--- config.mk ---
export PLATFORM = sky130hd
export DESIGN_NAME = midi_msg_parser
export DESIGN_NICKNAME = d
export VERILOG_FILES = /design/src/rtl/midi_msg_parser.sv
export SDC_FILE = /design/constraint.sdc
export NUM_CORES = 1
export LEC_CHECK = 0
export CAP_MARGIN = 20
export CORE_MARGIN = 2
export CORE_UTILIZATION = 40
export CTS_CLUSTER_SIZE = 24
export DETAILED_ROUTE_END_ITERATION = 10
export GPL_ROUTABILITY_DRIVEN = 0
export HOLD_SLACK_MARGIN = 0.12
export PLACE_DENSITY = 0.65
export SYNTH_ARGS = -nofsm -noshare
export SYNTH_HDL_FRONTEND = slang
export SYNTH_SLANG_ARGS = --single-unit
--- constraint.sdc ---
create_clock -name clk -period 2.3 [get_ports clk]
set_clock_uncertainty 0.2 [all_clocks]
set_input_delay 0.23 -clock clk [delete_from_list [all_inputs] [get_ports clk]]
set_output_delay 0.23 -clock clk [all_outputs]
set_load 0.01 [all_outputs]
--- src/rtl/midi_msg_parser.sv ---
// MIDI byte-stream parser: running status, sysex discard, realtime pass-over,
// channel filter; emits one registered channel-voice message per completion.
//
// state     | meaning
// IDLE      | no running status, data bytes discarded
// WAIT_D1   | running status valid, expecting first data byte
// WAIT_D2   | first data byte held, expecting second
// SYSEX     | inside system exclusive, data bytes discarded
module midi_msg_parser #(
  parameter logic [3:0] DEFAULT_CHAN = 4'd0
) (
  input  logic       clk,
  input  logic       rst,
  input  logic       rx_dv,
  input  logic [7:0] rx_data,
  input  logic       omni,
  input  logic [3:0] chan_sel,
  output logic       msg_v,
  output logic [2:0] msg_type,
  output logic [3:0] msg_ch,
  output logic [6:0] msg_d1,
  output logic [6:0] msg_d2,
  output logic       busy
);

  typedef enum logic [1:0] {
    S_IDLE    = 2'd0,
    S_WAIT_D1 = 2'd1,
    S_WAIT_D2 = 2'd2,
    S_SYSEX   = 2'd3
  } state_t;

  state_t     state_q, state_d;
  logic [2:0] rs_type_q, rs_type_d;
  logic [3:0] rs_ch_q, rs_ch_d;
  logic [6:0] d1_q, d1_d;
  logic       fresh_q, fresh_d;

  logic       msg_v_q, msg_v_d;
  logic [2:0] msg_type_q, msg_type_d;
  logic [3:0] msg_ch_q, msg_ch_d;
  logic [6:0] msg_d1_q, msg_d1_d;
  logic [6:0] msg_d2_q, msg_d2_d;
  logic       busy_d;

  logic       is_data, is_status, is_sysex, is_common;
  logic       one_byte;
  logic       complete;
  logic [6:0] cpl_d1, cpl_d2;

  // Realtime bytes (F8-FF) match none of these and fall through untouched.
  always_comb begin
    is_data   = rx_dv & ~rx_data[7];
    is_status = rx_dv & rx_data[7] & (rx_data[7:4] != 4'hF);
    is_sysex  = rx_dv & (rx_data == 8'hF0);
    is_common = rx_dv & (rx_data[7:3] == 5'b11110) & (rx_data[2:0] != 3'd0);
    one_byte  = (rs_type_q == 3'd4) | (rs_type_q == 3'd5);
  end

  always_ff @(posedge clk or negedge rst) begin
    if (!rst) begin
      state_q    <= S_IDLE;
      rs_type_q  <= 3'd0;
      rs_ch_q    <= DEFAULT_CHAN;
      d1_q       <= 7'd0;
      fresh_q    <= 1'b0;
      msg_v_q    <= 1'b0;
      msg_type_q <= 3'd0;
      msg_ch_q   <= 4'd0;
      msg_d1_q   <= 7'd0;
      msg_d2_q   <= 7'd0;
    end else begin
      state_q    <= state_d;
      rs_type_q  <= rs_type_d;
      rs_ch_q    <= rs_ch_d;
      d1_q       <= d1_d;
      fresh_q    <= fresh_d;
      msg_v_q    <= msg_v_d;
      msg_type_q <= msg_type_d;
      msg_ch_q   <= msg_ch_d;
      msg_d1_q   <= msg_d1_d;
      msg_d2_q   <= msg_d2_d;
    end
  end

  always_comb begin
    state_d   = state_q;
    rs_type_d = rs_type_q;
    rs_ch_d   = rs_ch_q;
    d1_d      = d1_q;
    fresh_d   = fresh_q;
    complete  = 1'b0;
    cpl_d1    = d1_q;
    cpl_d2    = 7'd0;

    if (is_status) begin
      state_d   = S_WAIT_D1;
      rs_type_d = rx_data[6:4];
      rs_ch_d   = rx_data[3:0];
      fresh_d   = 1'b1;
    end else if (is_sysex || is_common) begin
      state_d   = is_sysex ? S_SYSEX : S_IDLE;
      rs_type_d = 3'd0;
      rs_ch_d   = DEFAULT_CHAN;
      fresh_d   = 1'b0;
    end else if (is_data) begin
      case (state_q)
        S_WAIT_D1: begin
          if (one_byte) begin
            complete = 1'b1;
            cpl_d1   = rx_data[6:0];
            cpl_d2   = 7'd0;
            fresh_d  = 1'b0;
          end else begin
            d1_d    = rx_data[6:0];
            state_d = S_WAIT_D2;
          end
        end
        S_WAIT_D2: begin
          complete = 1'b1;
          cpl_d1   = d1_q;
          cpl_d2   = rx_data[6:0];
          fresh_d  = 1'b0;
          state_d  = S_WAIT_D1;
        end
        default: begin
          state_d = state_q;
        end
      endcase
    end
  end

  // Filtered messages still advance the parser but leave the outputs alone.
  always_comb begin
    msg_v_d    = 1'b0;
    msg_type_d = msg_type_q;
    msg_ch_d   = msg_ch_q;
    msg_d1_d   = msg_d1_q;
    msg_d2_d   = msg_d2_q;
    if (complete && (omni || (rs_ch_q == chan_sel))) begin
      msg_v_d    = 1'b1;
      msg_type_d = ((rs_type_q == 3'd1) && (cpl_d2 == 7'd0)) ? 3'd0 : rs_type_q;
      msg_ch_d   = rs_ch_q;
      msg_d1_d   = cpl_d1;
      msg_d2_d   = cpl_d2;
    end
    busy_d = (state_q == S_WAIT_D2) || ((state_q == S_WAIT_D1) && fresh_q);
  end

  assign msg_v    = msg_v_q;
  assign msg_type = msg_type_q;
  assign msg_ch   = msg_ch_q;
  assign msg_d1   = msg_d1_q;
  assign msg_d2   = msg_d2_q;
  assign busy     = busy_d;

endmodule

==> impl_metrics.py <==
metrics = {
    "outcome": {
        "status": "finished clean",
    },
    "timing": {
        "tightest_slew_ps": 869,
        "fin_hold_ws_ps": 295,
        "drv_slew": 0,
        "rsz0062_at_grt": "false",
        "fin_crit_sh_pct": 96.4,
        "slew_headroom_pct": 42.1,
        "hold_viol": 0,
        "fin_crit_ps": 2220,
        "fmax_mhz": 451,
        "setup_viol": 0,
        "setup_tns_ps": 0,
    },
    "logic_synthesis": {
        "synth_warnings": 0,
        "ys_seq_area_share_pct": 52.8,
        "synth_top_area_share_pct": 52.8,
        "synth_top_area_cell": "dfrtp_1",
        "syn_nets": 157,
        "yosysMostFrequentCell": "dfrtp_1",
        "async_reset_ff_share_pct": 100,
        "synth_cells": 139,
        "syn_area_per_cell_um2": 13.3,
        "synth_cell_types": 33,
        "yosys-top-cells-area": "dfrtp_1 (53%), mux2_2 (12%), mux2_4 (7.3%), a22o_1 (3.8%), o31ai_1 (2.8%)",
        "synth_edf_count": 0,
        "syn_area_um2": 1850,
        "ys_ff_latch": 39,
        "synth_flop_cell": "dfrtp_1",
        "ys_top_cells_by_count": "dfrtp_1 (39), mux2_2 (19), nand2_1 (11)",
    },
    "final_layout": {
        "n_antenna_cell": 0,
        "syn_to_final_growth_pct": 34.6,
        "drive_gt1_share_pct": 27.6,
        "nets": 210,
    },
    "setup_path": {
        "endpoint_kind": "register",
        "cp_slowest_stage_delay_ps": 380,
        "cp.depth": 7,
        "path_cells": "inv_1 -> ha_1 -> nand3b_1 -> nor3b_4 -> buf_12 -> mux2_2 -> mux2_4",
        "critPathLaunch": "state_q[1]",
        "crit_path_top_delay_cell": "dfrtp_1",
        "reg2reg_slack_ps": 80,
        "crit_fanout": 7,
        "crit_family": "multiplexers",
        "path_class": "register to register",
        "crit_end": "msg_d1[5]",
        "worstReg2RegStart": "state_q[1]",
        "r2r_cells": 7,
        "cp-start-kind": "register",
        "cp.arrival_ps": 2190,
        "rr_endpoint": "msg_d1[5]",
        "path_buf_inv": 2,
        "required_ps": 2280,
    },
    "die": {
        "initial_core_util_pct": 41.8,
        "coreArea_um2": 4410,
        "die_y_um": 71.9,
        "fp.dieArea_um2": 5180,
        "ioPinCount": 39,
        "rows": 24,
        "die_w_um": 71.9,
    },
    "power_and_ir_drop": {
        "powerDensity_nw_per_um2": 1010,
        "p_sw_share_pct": 28.5,
        "p_leak_nw": 1.07,
        "peakVddDrop_mv": 0.477,
        "power_frac_comb_pct": 37.3,
        "clkPwrFrac_pct": 21.8,
        "power_mw": 2.50,
        "internal-power_mw": 1.79,
        "p_sw_mw": 0.713,
        "seq_power_share_pct": 40.9,
    },
    "global_route": {
        "grt_pass1_vias": 1387,
        "grt_max_degree": 40,
        "antenna_found_initial": 0,
        "grt_usage_pct": 17.9,
        "grt_pass1_wl_mm": 7.00,
        "grt.overflow.total": 0,
    },
    "cts": {
        "clkTransAtPathRegs_ps": 70,
        "cts_root_buffer": "clkbuf_8",
        "worstSkewPairLatency_ps": 290,
        "post_cts_resized": 0,
        "clock_path_buffers": 2,
        "numCtsBuffers": 5,
        "cts_tree": "yes",
        "htreeDepth": 2,
        "cts_sinks": 39,
    },
    "detailed_routing": {
        "vias": 1323,
        "vias_per_cell": 5.42,
        "drtIter0Drc": 54,
        "drt_pre_antenna_iters": 4,
        "routed_wl_mm": 4.25,
        "antenna_left": 0,
        "wl_per_cell_um": 17.4,
        "drc": 0,
    },
    "flow_run": {
        "maxCapViolations": 0,
    },
    "worst_hold_path": {
        "hp-class": "register to register",
    },
    "placed_design": {
        "port_buffers": 38,
        "hpwl_mm": 3.09,
    },
}
timing repair:
| item | in CTS | in global routing |
|---|---|---|
| setup endpoints to repair | 7 | 0 |
| endpoints found under the hold margin | 39 | 0 |
| buffers inserted | 1 | 0 |
| hold buffers | 1 | 0 |
layout by cell type, fill, tap and decap left out, types with 2 or more instances in the layout:
cell type	netlist	routed
dfrtp_1	39	39
clkdlybuf4s50_1	0	37
mux2_2	19	19
nand2_1	11	11
buf_4	0	10
mux2_4	9	9
o21ai_0	8	8
a22o_1	8	8
o31ai_1	7	7
clkbuf_8	0	5
xnor2_1	4	4
inv_1	2	2
and3b_1	2	2
nor3b_4	2	2
a21o_1	2	2
nand3_1	2	2
nor3_1	2	2
ha_1	2	2
buf_12	0	2
per-layer routing:
| metal | global-route usage, % | vias to the layer above | wire length, um |
|---|---|---|---|
| li1 | - | 613 | - |
| met1 | 22.9 | 671 | 1860 |
| met5 | 0 | - | 0 |
| met4 | 6.29 | 0 | 54 |
| met3 | 4.58 | 8 | 181 |
| met2 | 29.6 | 31 | 2150 |
through the flow:
stage               std cells  area [um2]  setup slack (ps)  util, %
finish                    244        2490              83.4     56.3
global route              244        2490              16.0     56.3
CTS                       244        2490              90.9     56.3
detailed placement        235        2350             -64.3     53.3
global placement          235        2350              47.4     53.3
floorplan                 139        1850               239        -
cell families (layout without fill, tap and decap cells):
| kind of cell | Yosys count | after routing | share of synthesized area, % |
|---|---|---|---|
| flops | 39 | 39 | 52.8 |
| compound gates | 30 | 30 | 12.7 |
| mux | 29 | 29 | 19.4 |
| simple gates | 28 | 28 | 9.76 |
| buf+inv | 7 | 60 | 1.97 |
| xor+xnor | 4 | 4 | 1.90 |
| fa+ha+maj | 2 | 2 | 1.35 |
power groups by stage:
stage                     clock, mW  sequential [mW]  combinational, mW
final                         0.546             1.02              0.932
after global routing          0.587             1.05               1.00
after CTS                     0.555             1.03              0.944
after detailed placement          0             1.04              0.930
after global placement            0             1.02              0.903
after floorplan                   0             1.06              0.485
flip-flops by register name (all words and copies together), names as in the netlist, 2 cells and up:
| name | count |
|---|---|
| d1_q | 7 |
| msg_d1 | 7 |
| msg_d2 | 7 |
| msg_ch | 4 |
| rs_ch_q | 4 |
| msg_type | 3 |
| rs_type_q | 3 |
| state_q | 2 |
how the worst min path moves through the flow:
| stage | slack [ps] | endpoint | cells past startpoint | start |
|---|---|---|---|---|
| 4_1_cts | 310 | fresh_q | 1 | fresh_q |
| 6_report | 290 | fresh_q | 1 | fresh_q |
| 5_1_grt | 320 | fresh_q | 1 | fresh_q |
| 2_1_floorplan | -270 | d1_q[0] | 0 | rst |
| 3_3_place_gp | 180 | msg_d2[1] | 1 | rst |
| 3_5_place_dp | 200 | fresh_q | 1 | rst |
cell type report:
cell class              count  area [um2]
flip-flops and latches     39         976
multi-input cells          93         835
well taps                  52        65.1
inverters                   2        7.51
clock inverters             1        30.0
repair buffers             51         500
clock buffers               6        72.6
fillers                   373        1930
Power figures use the tool's default switching activity.
